`src/rtl/mem_pkg.sv`:
```
// ----------------------------------------------------------------------------
// mem_pkg
//
// Shared types for the IFU/LSU memory arbiter.
//   arb_state_t : arbiter FSM state (IDLE, REQ, WAIT)
//   arb_owner_t : which master owns the transaction in flight
// ----------------------------------------------------------------------------
package mem_pkg;

    typedef enum logic [1:0] {
        IDLE = 2'd0,  // waiting for a master request
        REQ  = 2'd1,  // driving the captured request downstream
        WAIT = 2'd2   // request accepted, waiting for the memory response
    } arb_state_t;

    typedef enum logic {
        OWN_IFU = 1'b0,
        OWN_LSU = 1'b1
    } arb_owner_t;

    localparam int unsigned ArbWidthDefault = 32;

endpackage

```
`src/rtl/mem_arbiter.sv`:
```
// ----------------------------------------------------------------------------
// mem_arbiter
//
// Shares one memory port between the instruction fetch unit (IFU, read-only)
// and the load/store unit (LSU). One transaction is in flight at a time: a
// request is captured in IDLE, presented downstream in REQ until accepted,
// and the single response is routed back to its owner from WAIT.
//
// Ports
//   clk, rst            : clock, synchronous active-high reset
//   ifu_req_valid/ready : IFU request handshake, ifu_addr carries the address
//   lsu_req_valid/ready : LSU request handshake, lsu_addr/we/wdata/wmask
//   ifu_rsp_valid/rdata : IFU one-cycle response pulse and held read data
//   lsu_rsp_valid/rdata : LSU one-cycle response pulse and held read data
//   mem_req_valid/ready : downstream request handshake
//   mem_addr/we/wdata/wmask : downstream request payload (capture registers)
//   mem_rsp_valid/rdata : downstream response
//   busy                : high whenever the FSM is not in IDLE
// ----------------------------------------------------------------------------
module mem_arbiter
    import mem_pkg::*;
#(
    parameter int unsigned WIDTH = ArbWidthDefault
) (
    input  logic               clk,
    input  logic               rst,

    // IFU request / response
    input  logic               ifu_req_valid,
    output logic               ifu_req_ready,
    input  logic [WIDTH-1:0]   ifu_addr,
    output logic               ifu_rsp_valid,
    output logic [WIDTH-1:0]   ifu_rdata,

    // LSU request / response
    input  logic               lsu_req_valid,
    output logic               lsu_req_ready,
    input  logic [WIDTH-1:0]   lsu_addr,
    input  logic               lsu_we,
    input  logic [WIDTH-1:0]   lsu_wdata,
    input  logic [WIDTH/8-1:0] lsu_wmask,
    output logic               lsu_rsp_valid,
    output logic [WIDTH-1:0]   lsu_rdata,

    // Memory request / response
    output logic               mem_req_valid,
    input  logic               mem_req_ready,
    output logic [WIDTH-1:0]   mem_addr,
    output logic               mem_we,
    output logic [WIDTH-1:0]   mem_wdata,
    output logic [WIDTH/8-1:0] mem_wmask,
    input  logic               mem_rsp_valid,
    input  logic [WIDTH-1:0]   mem_rsp_rdata,

    output logic               busy
);

    localparam int unsigned MaskW = WIDTH / 8;

    // ------------------------------------------------------------------------
    // State and datapath registers
    // ------------------------------------------------------------------------
    arb_state_t       state_q, state_d;
    arb_owner_t       owner_q, owner_d;
    arb_owner_t       last_grant_q, last_grant_d;

    logic [WIDTH-1:0] addr_q, addr_d;
    logic             we_q, we_d;
    logic [WIDTH-1:0] wdata_q, wdata_d;
    logic [MaskW-1:0] wmask_q, wmask_d;

    logic [WIDTH-1:0] ifu_rdata_q, ifu_rdata_d;
    logic [WIDTH-1:0] lsu_rdata_q, lsu_rdata_d;
    logic             ifu_rsp_q, ifu_rsp_d;
    logic             lsu_rsp_q, lsu_rsp_d;

    // ------------------------------------------------------------------------
    // Winner pick. Only meaningful in IDLE; a tie goes to the master that was
    // not granted last, so two continuously-requesting masters alternate.
    // Because ready is only raised for a valid master, grant == handshake.
    // ------------------------------------------------------------------------
    logic grant_ifu;
    logic grant_lsu;

    always_comb begin
        grant_ifu = 1'b0;
        grant_lsu = 1'b0;
        if (state_q == IDLE) begin
            if (ifu_req_valid && lsu_req_valid) begin
                if (last_grant_q == OWN_IFU) begin
                    grant_lsu = 1'b1;
                end else begin
                    grant_ifu = 1'b1;
                end
            end else if (ifu_req_valid) begin
                grant_ifu = 1'b1;
            end else if (lsu_req_valid) begin
                grant_lsu = 1'b1;
            end
        end
    end

    // ------------------------------------------------------------------------
    // FSM next state
    // ------------------------------------------------------------------------
    always_comb begin
        state_d = state_q;
        case (state_q)
            IDLE: begin
                if (grant_ifu || grant_lsu) begin
                    state_d = REQ;
                end
            end
            REQ: begin
                if (mem_req_ready) begin
                    state_d = WAIT;
                end
            end
            WAIT: begin
                // Responses seen in IDLE or REQ are strays and ignored.
                if (mem_rsp_valid) begin
                    state_d = IDLE;
                end
            end
            default: state_d = IDLE;
        endcase
    end

    always_ff @(posedge clk) begin
        if (rst) begin
            state_q <= IDLE;
        end else begin
            state_q <= state_d;
        end
    end

    // ------------------------------------------------------------------------
    // Datapath next state: request capture, ownership and response routing
    // ------------------------------------------------------------------------
    always_comb begin
        owner_d      = owner_q;
        last_grant_d = last_grant_q;
        addr_d       = addr_q;
        we_d         = we_q;
        wdata_d      = wdata_q;
        wmask_d      = wmask_q;
        ifu_rdata_d  = ifu_rdata_q;
        lsu_rdata_d  = lsu_rdata_q;
        ifu_rsp_d    = 1'b0;
        lsu_rsp_d    = 1'b0;

        if (grant_ifu) begin
            // IFU only ever reads; clear the write payload so the memory
            // side never sees stale LSU write data.
            addr_d       = ifu_addr;
            we_d         = 1'b0;
            wdata_d      = '0;
            wmask_d      = '0;
            owner_d      = OWN_IFU;
            last_grant_d = OWN_IFU;
        end else if (grant_lsu) begin
            addr_d       = lsu_addr;
            we_d         = lsu_we;
            wdata_d      = lsu_wdata;
            wmask_d      = lsu_wmask;
            owner_d      = OWN_LSU;
            last_grant_d = OWN_LSU;
        end

        if (state_q == WAIT && mem_rsp_valid) begin
            if (owner_q == OWN_IFU) begin
                ifu_rdata_d = mem_rsp_rdata;
                ifu_rsp_d   = 1'b1;
            end else begin
                lsu_rdata_d = mem_rsp_rdata;
                lsu_rsp_d   = 1'b1;
            end
        end
    end

    always_ff @(posedge clk) begin
        if (rst) begin
            owner_q      <= OWN_IFU;
            last_grant_q <= OWN_IFU;
            addr_q       <= '0;
            we_q         <= 1'b0;
            wdata_q      <= '0;
            wmask_q      <= '0;
            ifu_rdata_q  <= '0;
            lsu_rdata_q  <= '0;
            ifu_rsp_q    <= 1'b0;
            lsu_rsp_q    <= 1'b0;
        end else begin
            owner_q      <= owner_d;
            last_grant_q <= last_grant_d;
            addr_q       <= addr_d;
            we_q         <= we_d;
            wdata_q      <= wdata_d;
            wmask_q      <= wmask_d;
            ifu_rdata_q  <= ifu_rdata_d;
            lsu_rdata_q  <= lsu_rdata_d;
            ifu_rsp_q    <= ifu_rsp_d;
            lsu_rsp_q    <= lsu_rsp_d;
        end
    end

    // ------------------------------------------------------------------------
    // Outputs
    // ------------------------------------------------------------------------
    assign ifu_req_ready = grant_ifu;
    assign lsu_req_ready = grant_lsu;

    assign mem_req_valid = (state_q == REQ);
    assign mem_addr      = addr_q;
    assign mem_we        = we_q;
    assign mem_wdata     = wdata_q;
    assign mem_wmask     = wmask_q;

    assign ifu_rsp_valid = ifu_rsp_q;
    assign ifu_rdata     = ifu_rdata_q;
    assign lsu_rsp_valid = lsu_rsp_q;
    assign lsu_rdata     = lsu_rdata_q;

    assign busy          = (state_q != IDLE);

endmodule

```
`config.mk`:
```
export PLATFORM = sky130hd
export DESIGN_NAME = mem_arbiter
export DESIGN_NICKNAME = d
export VERILOG_FILES = /design/src/rtl/mem_pkg.sv /design/src/rtl/mem_arbiter.sv
export SDC_FILE = /design/constraint.sdc
export NUM_CORES = 1
export LEC_CHECK = 0
export BUFFER_PORTS_ARGS = -buffer_cell sky130_fd_sc_hd__buf_2
export CAP_MARGIN = 10
export CORE_MARGIN = 1
export CORE_UTILIZATION = 49
export DETAILED_ROUTE_END_ITERATION = 6
export HOLD_SLACK_MARGIN = 0.08
export PLACE_DENSITY_LB_ADDON = 0.1
export SETUP_SLACK_MARGIN = 0.15
export SLEW_MARGIN = 20
export SYNTH_ARGS = -nofsm -noshare
export SYNTH_HDL_FRONTEND = slang
export SYNTH_SLANG_ARGS = --single-unit
```
`constraint.sdc`:
```
create_clock -name clk -period 5.48 [get_ports clk]
set_clock_uncertainty 0.2 [all_clocks]
set_input_delay 0.822 -clock clk [delete_from_list [all_inputs] [get_ports clk]]
set_output_delay 0.822 -clock clk [all_outputs]
set_load 0.05 [all_outputs]
```
# After elaboration in Yosys (flattened, before gate mapping)
# Index checks and enable logic that the tools add are counted.
# totals
register_bits,138
input_bits,139
out_inout_bits,139
word_cells,43
# op_classes
n_eq_ne,5
n_mux,15
bitwise_logic,2
reduce_logical,11
# op_table
op,count
two-way mux 32 bit,2
two-way mux 1 bit,9
two-way mux 2 bit,3
case mux 2 bit (3 select lines),1
!= test 2 x 1 -> 1 bit (second input constant),2
AND reduction 2 bit,2
nonzero test 2 bit,2
OR reduction 2 bit,2
AND reduction 3 bit,1
== test 2 x 1 -> 1 bit (second input constant),1
== test 2 bit (second input constant),1
logical AND 1 bit,2
logical NOT 2 bit,1
!= test 2 bit (second input constant),1
NOT 1 bit,2
logical OR 1 bit,1

# Logic depth before layout (Yosys ltp)
# Gate-level depths: netlist (run 1).
# logic_depth
word_depth,7
ltp_mapped,8
mapped_depth_nobuf,5

# Worst setup path before layout (run 1)
# No wires, ideal clock.
# synth_path
path_kind,in2out
from,input port lsu_req_valid
to,output port lsu_req_ready
t_arrival_ns,2.122
required_ns,4.458
slack_ns,2.336
cell_stages,4
path_buffers,2
cell_sequence,or3b_1 > buf_4 > buf_2 > nor2_1
# synth_between
elab_chain_len,4
elab_cells_between_ends,5
classes_between,mux (4); reduce/logical (1)
# synth_lines
element,line_no,text
"start, declared",mem_arbiter.sv:36,"input logic lsu_req_valid,"
two-way mux 1 bit,mem_arbiter.sv:97,end else if (lsu_req_valid) begin
two-way mux 1 bit,mem_arbiter.sv:95,end else if (ifu_req_valid) begin
two-way mux 1 bit *,mem_arbiter.sv:89,if (ifu_req_valid && lsu_req_valid) begin
two-way mux 1 bit *,mem_arbiter.sv:88,if (state_q == IDLE) begin
"end, declared",mem_arbiter.sv:37,"output logic lsu_req_ready,"
# Mark *: on every way between the ends. The rest lies on a longest branch, timed or not.

# Final worst setup path (run 1)
# layout_path
from,register state_q[0]
to,output port ifu_req_ready
# layout_between
elab_chain_len,2
# layout_lines
element,line_no,text
"start, declared",mem_arbiter.sv:63,"arb_state_t state_q, state_d;"
"start signal, assigned",mem_arbiter.sv:133,state_q <= state_d;
logical NOT 2 bit,mem_arbiter.sv:88,
two-way mux 1 bit,mem_arbiter.sv:88,
"end, declared",mem_arbiter.sv:30,"output logic ifu_req_ready,"
# Every way passes these cells.

==> results of run 1 <==
[final cells by class]
class | instances | area, um2
Clock buffer | 21 | 459
Sequential cell | 138 | 2760
Multi-Input combinational cell | 439 | 2320
Timing Repair Buffer | 287 | 1460
Tap cell | 140 | 175
Fill cell | 888 | 3410
Inverter | 21 | 83.8
Clock inverter | 11 | 215
[worst max-delay path, stage by stage, from the launching register on]
cell and delay [ns]:
dfxtp_1 0.45, nor2_4 0.43, inv_2 0.25, or3_1 0.68, inv_6 0.27, buf_2 0.30
[metal layers]
layer	wire length, um	vias up	global-route usage (%)
li1	-	2797	-
met5	0	-	0
met3	1370	50	9.56
met1	6540	2730	32.7
met2	8410	279	47.9
met4	505	0	13.9
[power by group through the flow]
stage / clock network (mW) / registers [mW] / logic [mW]
after global routing: 1.36 / 1.09 / 0.510
final: 1.29 / 1.09 / 0.481
after detailed placement: 0 / 1.11 / 0.478
after floorplan: 0 / 1.27 / 0.181
after CTS: 1.31 / 1.09 / 0.480
after global placement: 0 / 1.11 / 0.470
[placed cells by master (no fill, tap or decap), types with 2 or more instances in the layout]
cell	instances
a2111oi_0	9
a2111oi_2	9
a21oi_1	119
a31oi_1	15
buf_2	277
buf_4	10
bufinv_16	6
clkbuf_16	16
clkbuf_8	4
clkinv_2	2
clkinv_4	2
dfxtp_1	138
inv_1	18
inv_2	2
nand2_1	129
nand3_1	52
nor2_1	8
nor3_1	17
o21ai_0	52
o41ai_1	15
[metrics by stage]
| stage | setup slack [ns] | power [mW] | instances | hold WS (ns) | cell area [um2] |
|---|---|---|---|---|---|
| floorplan | 2.34 | 1.45 | 666 | 0.356 | 5480 |
| global placement | 2.16 | 1.58 | 1025 | 0.240 | 6800 |
| detailed placement | 2.13 | 1.59 | 1025 | 0.243 | 6800 |
| CTS | 1.57 | 2.88 | 1057 | 0.252 | 7480 |
| global route | 1.40 | 2.96 | 1057 | 0.269 | 7480 |
| finish | 1.55 | 2.86 | 1057 | 0.250 | 7480 |
[state kept, by name, summed over array words and instances (netlist names)]
signal / count
last_grant_q: 1
mem_addr: 32
lsu_rsp_valid: 1
state_q: 2
ifu_rsp_valid: 1
ifu_rdata: 32
lsu_rdata: 32
mem_we: 1
mem_wmask: 4
mem_wdata: 32
[worst paths after layout]
kind / endpoint / slack [ns] / depth (start not counted)
worst max-delay path: ifu_req_ready / 1.55 / 5
worst min-delay path: ifu_rdata[17] / 0.25 / 2
worst max register to register: mem_addr[18] / 2.75 / 5
worst min register to register: ifu_rdata[17] / 0.25 / 2
[kinds of logic (layout without fill, tap and decap cells)]
logic type             Yosys count  after routing  synth area share, %
buffers and inverters           89            340                 7.97
AND/OR/NAND/NOR                219            219                 17.9
flip-flops                     138            138                 50.4
AO/OA/AOI/OAI                  220            220                 23.8
==> metrics.md, run 1 <==
| Metric | Value |
|---|---|
| Slew HR | 37.8% |
| Skew-Pair Late Insertion Delay | 0.52 ns |
| Largest net degree at the start of global routing | 87 |
| Die area | 0.0116 mm2 |
| Setup CP Type | reg -> out |
| Setup_tns | 0 ns |
| Die W | about 110 um |
| Worst-path clk slew | 0.06 ns |
| Psw | 0.812 mW |
| Power Internal | 2.05 mW |
| Crit path time final | 3.93 ns |
| Synth area leaders | dfxtp_1, a21oi_1, nand2_1 |
| Syn Nets | roughly 810 |
| DIE HEIGHT | 108 um |
| Post_cts resized | 0 |
| First-pass GRT wire length | roughly 26 mm |
| Count of final setup violators | 0 |
| Post-synthesis cell count | between 600 and 700 |
| Hold_sp | ifu_rdata[17] |
| Clock power share | about 45% |
| Top_reg_cell synth | dfxtp_1 |
| Critical path capture point type | primary output |
| Htree depth | 4 |
| Sw Ratio | 28.4% |
| Yosys cell types | 33 |
| IO Port Bufs | 277 |
| Register area share after synthesis | 50.4% |
| # Max-Cap Violations | 0 |
| Synth cell count leaders | dfxtp_1, nand2_1, a21oi_1, nand3_1, o21ai_0 |
| Initial core utilization | 50.3% |
| CP startpoint kind | register |
| # clock sinks | between 100 and 150 |
| CTS tree | built |
| CP startpoint | state_q[0] |
| RSZ-0062 raised after global routing | false |
| Gr usage total | 28.7% |
| Row Count | 38 |
| Post-synth top area cell | dfxtp_1 |
| Root Buffer | clkbuf_8 |
| Via count | approximately 5900 |
| Avg WL per Cell | ~16 um |
| Worst VDD drop | 0.287 mV |
| Grt total ovfl | 0 |
| CTS Hold Bufs | 0 |
| Antenna viol nets, final | 0 |
| PwrDens | between 300 and 400 mW/mm2 |
| Fmax achieved | around 250 MHz |
| Fraction of registers with async set/reset | 0% |
| Top-area cell type share of the netlist area | 50.4% |
| Reg2reg start | state_q[0] |
| P&R area growth vs syn | 36.4% |
| Share of layout cells above drive strength 1 | 36.9% |
| Status | completed |
| Required @ worst endpoint | 4.46 ns |
| HPWL Detailed | 11.2 mm |
| # IOs | 278 |
| LEAKAGE | 3.34 nW |
| Slew Limit Fails | 0 |
| Final wirelength | 16.8 mm |
| Hold Path Class | reg -> reg |
| Number of buffers created by CTS | 17 |
| Ant. Diodes | 0 |
| Vias in the first global route | approximately 5400 |
| Worst-path fanout max | 18 |
| Synthesized flop and latch total | 138 |
| Synth Warn # | 0 |
| Number of setup buffers added after CTS | 0 |
| Final worst path period share | between 70% and 80% |
| Drt drc | 0 |
| Core Box Area | 0.0109 mm2 |
| Final core occ | 68.7% |
| Vias per cell | 5.54 |
| Fin. Hold Viols | 0 |
| Arrival time at the worst endpoint | 2.91 ns |
| DR iter-0 viols | ~450 |
| Most common cell in the netlist | dfxtp_1 |
| Flop pwr share | 38.0% |
| Logic pwr share | 16.8% |
| Worst slew pin tran | 0.933 ns |
| CTS Buffer Depth | 2 |
| Mapped cell area | 0.00548 mm2 |
| Post-synth EDFFs | 0 |
| Syn avg cell area | approximately 8 um2 |
| Placer Congestion | 0.789 |
| Initial antenna violation count | 0 |
| Layout Nets | between 1000 and 1500 |
| TritonRoute pass-1 iters | 5 |
No activity file was read; power rests on OpenSTA's default activity.
==> run 2: changes to the inputs <==
--- a/config.mk
+++ b/config.mk
@@ -5,10 +5,12 @@
 export SDC_FILE = /design/constraint.sdc
 export NUM_CORES = 1
 export LEC_CHECK = 0
+export ABC_AREA = 1
 export BUFFER_PORTS_ARGS = -buffer_cell sky130_fd_sc_hd__buf_2
 export CAP_MARGIN = 10
+export CORE_ASPECT_RATIO = 1.25
 export CORE_MARGIN = 1
-export CORE_UTILIZATION = 49
+export CORE_UTILIZATION = 42
 export DETAILED_ROUTE_END_ITERATION = 6
 export HOLD_SLACK_MARGIN = 0.08
 export PLACE_DENSITY_LB_ADDON = 0.1
==> constraint.sdc (replaced) <==
create_clock -name clk -period 3.6 [get_ports clk]
set_clock_uncertainty 0.2 [all_clocks]
set_input_delay 0.54 -clock clk [delete_from_list [all_inputs] [get_ports clk]]
set_output_delay 0.54 -clock clk [all_outputs]
set_load 0.05 [all_outputs]
==> metrics.md, run 2 <==
| Metric | Value |
|---|---|
| Initial antenna violation count | 0 |
| Slowest CP cell | buf_4 |
| Worst hold slack | 0.158 ns |
| Vias in the first global route | 5603 |
| Crit path max-delay family | buffers and inverters |
| Ant. Diodes | 0 |
| CP Capture Point | ifu_req_ready |
| Grt total ovfl | 0 |
| Post-synthesis cell count | 789 |
| Reg-to-reg setup timing slack | 1.39 ns |
| P&R area growth vs syn | 35.3% |
| Post_cts resized | 0 |
| Worst slew pin tran | 0.888 ns |
| Reg2reg start | last_grant_q |
| Placer Congestion | 0.802 |
| LEAKAGE | 3.95 nW |
| Die W | 106 um |
| Setup CP Type | reg -> out |
| Layout Nets | 1174 |
| Count of final setup violators | 0 |
| IO Port Bufs | between 200 and 300 |
| Die area | 0.0141 mm2 |
| # clock sinks | between 100 and 150 |
| Stages on worst setup path | 6 |
| First-pass GRT wire length | around 27 mm |
| Slew HR | 40.8% |
| Worst-path fanout max | 34 |
| Gr usage total | between 20% and 30% |
| Multi-input logic area | 0.00236 mm2 |
| Core Box Area | 0.0132 mm2 |
| PwrDens | ~600 mW/mm2 |
| CTS Hold Bufs | 0 |
| Status | completed |
| Buf+Inv Stages, Crit Path | 4 |
| CP startpoint | last_grant_q |
| Row Count | 47 |
| CTS tree | built |
| Root Buffer | clkbuf_16 |
| Worst VDD drop | between 0.2 and 0.3 mV |
| RSZ-0062 raised after global routing | false |
| DIE HEIGHT | 132 um |
| DR iter-0 viols | around 230 |
| Yosys cell types | 23 |
| Slew Limit Fails | 0 |
| Share of layout cells above drive strength 1 | 31.8% |
| Antenna viol nets, final | 0 |
| Post-synth EDFFs | 0 |
| Arrival time at the worst endpoint | 1.70 ns |
| Top-area cell type share of the netlist area | 48.4% |
| FF+latch area | 0.00276 mm2 |
| Number of setup buffers added after CTS | 0 |
| Required @ worst endpoint | 2.86 ns |
| Crit path time final | 2.44 ns |
| Syn avg cell area | 7.24 um2 |
| Number of buffers created by CTS | 17 |
| Reg2reg end | last_grant_q |
| Layout fillers | 1355 |
| Initial core utilization | 43.2% |
| Synth cell count leaders | nand2_1, dfxtp_1, nor2_1, inv_1, a21oi_1 |
| Avg WL per Cell | 13.5 um |
| Fraction of registers with async set/reset | 0% |
| # IOs | around 280 |
| CTS Buffer Depth | 2 |
| Mapped cell area | 0.00571 mm2 |
| Top_reg_cell synth | dfxtp_1 |
| Final worst path period share | approximately 68% |
| Htree depth | 4 |
| Skew-Pair Late Insertion Delay | 0.40 ns |
| Fin. Hold Viols | 0 |
| CP startpoint kind | register |
| Drt drc | 0 |
| DR top layer | met4 |
| Final wirelength | 16.4 mm |
| Hold Path Class | in -> reg |
| Metal-1 WL | 6.76 mm |
| Most common cell in the netlist | nand2_1 |
| Vias per cell | 4.85 |
| Register area share after synthesis | 48.4% |
| Non-Filler Instances | 1219 |
| R2r worst-path depth | 8 |
| Detail Route met2 WL | 7.96 mm |
| Via count | 5913 |
| Leading cell type in the layout, fill and taps excluded | buf_2 |
| Cells along the critical path | buf_4 -> inv_2 -> nand2_1 -> nand3_2 -> inv_1 -> buf_2 |
| TritonRoute pass-1 iters | 5 |
| HPWL Detailed | 11.2 mm |
| Most frequent cells in the layout | buf_2, nand2_1, dfxtp_1 |
| # Max-Cap Violations | 0 |
| Critical path capture point type | primary output |
| Setup_tns | 0 ns |
| Fmax achieved | 409 MHz |
| Tot Pwr | around 4.6 mW |
| Synth Warn # | 0 |
| Synth area leaders | dfxtp_1, nand2_1, nor2_1 |
| Largest net degree at the start of global routing | 89 |
| Syn Nets | slightly above 900 |
| Synthesized flop and latch total | 138 |
| Routed wl met3 | about 1.2 mm |
| Post-synth top area cell | dfxtp_1 |
| Largest stage delay, worst path | 0.36 ns |
| Worst-path clk slew | 0.06 ns |
| Dpl cells | 1187 |
run 2: tightest hold or removal path, stage by stage:
cell and delay [ns]:
buf_2 0.07, nor2_1 0.03, nor2_1 0.08
run 2: routing by layer:
layer | global-route usage, % | vias to the layer above
met2 | 39.1 | 227
met3 | 6.92 | 32
met5 | 0 | -
met1 | 28.3 | 2616
li1 | - | 3038
met4 | 11.9 | 0
run 2: kinds of logic after synthesis:
| logic type | after synthesis | synth area share [%] |
|---|---|---|
| flip-flops | 138 | 48.4 |
| buffers and inverters | 139 | 10.4 |
| AND/OR/NAND/NOR | 408 | 32.0 |
| AO/OA/AOI/OAI | 104 | 9.22 |
run 2: worst min-delay path by stage:
stage | from | to | cells past startpoint
floorplan | last_grant_q | last_grant_q | 3
global placement | lsu_rdata[17] | lsu_rdata[17] | 2
detailed placement | lsu_rdata[31] | lsu_rdata[31] | 2
CTS | lsu_addr[21] | mem_addr[21] | 3
global route | lsu_addr[29] | mem_addr[29] | 3
finish | lsu_addr[25] | mem_addr[25] | 3
run 2: layout make-up:
type,instances,area share [%]
Clock buffer,18,5.55
Clock inverter,14,2.38
Inverter,75,3.64
Multi-Input combinational cell,512,30.6
Sequential cell,138,35.8
Tap cell,171,2.77
Timing Repair Buffer,291,19.3
run 2: metrics by stage:
stage	utilization, %	cell area, um2	setup slack, ns
after floorplan	-	5710	1.38
after global placement	53.8	7110	1.23
after detailed placement	53.8	7110	1.18
after CTS	58.4	7730	1.13
after global routing	58.4	7730	1.04
final	58.4	7730	1.16
run 2: power breakdown:
part / switching, mW / internal [mW] / total (mW)
logic: 0.812 / 0.287 / 1.10
registers: 0.0549 / 1.64 / 1.70
clock network: 0.705 / 1.11 / 1.81
==> run 3: changes to the inputs <==
--- a/config.mk
+++ b/config.mk
@@ -5,12 +5,12 @@
 export SDC_FILE = /design/constraint.sdc
 export NUM_CORES = 1
 export LEC_CHECK = 0
-export ABC_AREA = 1
+export ABC_AREA = 0
 export BUFFER_PORTS_ARGS = -buffer_cell sky130_fd_sc_hd__buf_2
 export CAP_MARGIN = 10
 export CORE_ASPECT_RATIO = 1.25
 export CORE_MARGIN = 1
-export CORE_UTILIZATION = 42
+export CORE_UTILIZATION = 41
 export DETAILED_ROUTE_END_ITERATION = 6
 export HOLD_SLACK_MARGIN = 0.08
 export PLACE_DENSITY_LB_ADDON = 0.1
==> constraint.sdc (replaced) <==
create_clock -name clk -period 2 [get_ports clk]
set_clock_uncertainty 0.2 [all_clocks]
set_input_delay 0.3 -clock clk [delete_from_list [all_inputs] [get_ports clk]]
set_output_delay 0.3 -clock clk [all_outputs]
set_load 0.05 [all_outputs]
==> metrics.md, run 3 (same netlist as run 1, synthesis figures left out) <==
| Metric | Value |
|---|---|
| Root Buffer | clkbuf_16 |
| PwrDens | 885 mW/mm2 |
| Htree depth | 4 |
| Via count | 6540 |
| Core Box Area | approximately 0.013 mm2 |
| TritonRoute pass-1 iters | 5 |
| RSZ-0062 raised after global routing | true |
| Final setup margin | -0.0305 ns |
| Required @ worst endpoint | around 1.5 ns |
| Reg-to-reg setup timing slack | around 0.18 ns |
| Critical path capture point type | primary output |
| HPWL Detailed | around 12 mm |
| Initial core utilization | 42.5% |
| Skew-Pair Late Insertion Delay | 0.40 ns |
| # Max-Cap Violations | 0 |
| Slew HR | 64.1% |
| Reg2reg start | state_q[0] |
| Vias per cell | 5.36 |
| Initial antenna violation count | 0 |
| Fmax achieved | 492 MHz |
| Vias in the first global route | about 6400 |
| Status | complete, but fails checks |
| Count of final setup violators | 1 |
| CP startpoint kind | register |
| Final worst path period share | 102% |
| Worst-path clk slew | around 0.050 ns |
| Grt total ovfl | 0 |
| CTS tree | built |
| Crit path time final | 2.03 ns |
| Most frequent cells in the layout | buf_2, dfxtp_1, nand2_1 |
| DIE HEIGHT | 131 um |
| Gr usage total | 28.2% |
| LEAKAGE | 3.97 nW |
| Antenna viol nets, final | 0 |
| P&R area growth vs syn | 65.1% |
| CP startpoint | state_q[0] |
| Leading cell type in the layout, fill and taps excluded | buf_2 |
| Hold Path Class | in -> reg |
| First-pass GRT wire length | 31.4 mm |
| Reg2reg end | mem_wdata[16] |
| Fin. Hold Viols | 0 |
| Failing checks | setup timing |
| R2r worst-path depth | 5 |
| Placer Congestion | 0.853 |
| Drt drc | 0 |
| Worst slew pin tran | 0.537 ns |
| Placed instance area | a little over 0.007 mm2 |
| Avg WL per Cell | 16.4 um |
| Ant. Diodes | 0 |
| # IOs | 278 |
| CP Capture Point | lsu_req_ready |
| Layout Nets | 1179 |
| # clock sinks | approximately 140 |
| Design area | 0.00905 mm2 |
| IO Port Bufs | 277 |
| Number of buffers created by CTS | 17 |
| Worst-path fanout max | 3 |
| Largest net degree at the start of global routing | 86 |
| Setup CP Type | reg -> out |
| Die W | ~110 um |
| Final wirelength | 20.0 mm |
| Share of layout cells above drive strength 1 | between 30% and 40% |
| Worst VDD drop | 0.557 mV |
| DR iter-0 viols | 432 |
| Die area | 0.0138 mm2 |
| Arrival time at the worst endpoint | around 1.5 ns |
| CTS Buffer Depth | 2 |
| Slew Limit Fails | 0 |
| Pre-CTS WS | 0.0532 ns |
| Row Count | 46 |
-- run 3: area by class of cell --
class	instances	area [um2]
well taps	168	210
inverters	21	83.8
repair buffers	423	2930
multi-input cells	439	2420
clock inverters	10	166
fillers	998	3840
flip-flops and latches	138	2770
clock buffers	21	470
-- run 3: what timing repair did --
action,in CTS,in global routing
gates resized for setup,12,33
endpoints found under the hold margin,135,0
buffers inserted,2,0
pin swaps,1,2
hold buffers,121,0
setup endpoints to repair,13,16
cloned,0,0
-- run 3: where the power goes --
| part | total (mW) | switching, mW | leakage, nW | internal [mW] |
|---|---|---|---|---|
| Clock | 3.38 | 1.20 | 0.305 | 2.19 |
| Sequential | 2.97 | 0.0826 | 1.12 | 2.89 |
| Combinational | 1.66 | 1.07 | 2.54 | 0.591 |
-- run 3: critical path, stage by stage (launching register included) --
cell and delay, ns:
dfxtp_4 0.36, or3b_4 0.43, nor2_4 0.16, buf_6 0.17
-- run 3: how the worst min path moves through the flow --
stage | slack, ns | depth (start not counted) | endpoint | startpoint
CTS | 0.08 | 3 | mem_addr[13] | lsu_addr[13]
global route | 0.09 | 3 | mem_addr[6] | lsu_addr[6]
finish | 0.09 | 3 | mem_addr[13] | lsu_addr[13]
global placement | 0.24 | 2 | lsu_rdata[23] | lsu_rdata[23]
floorplan | 0.19 | 1 | state_q[0] | rst
detailed placement | 0.24 | 2 | ifu_rdata[9] | ifu_rdata[9]
-- run 3: per-stage QoR --
step	power (mW)	std cells	TNS [ns]	utilization, %	hold slack (ns)
2_1_floorplan	3.98	666	0	-	0.189
3_3_place_gp	4.39	1066	0	54.7	0.239
3_5_place_dp	4.42	1066	0	54.7	0.243
4_1_cts	8.01	1220	-0.0182	69.5	0.0809
5_1_grt	8.29	1220	-0.107	70.2	0.0950
6_report	8.01	1220	-0.0305	70.2	0.0908
-- run 3: routing by layer --
| layer | global-route usage (%) | part of all wire, % | wire length, um | vias up |
|---|---|---|---|---|
| li1 | - | - | - | 3068 |
| met1 | 31.6 | 39 | 7790 | 3050 |
| met2 | 49.5 | 50 | 10100 | 364 |
| met3 | 6.99 | 7.4 | 1490 | 58 |
| met4 | 13.2 | 3.3 | 665 | 0 |
| met5 | 0 | 0 | 0 | - |
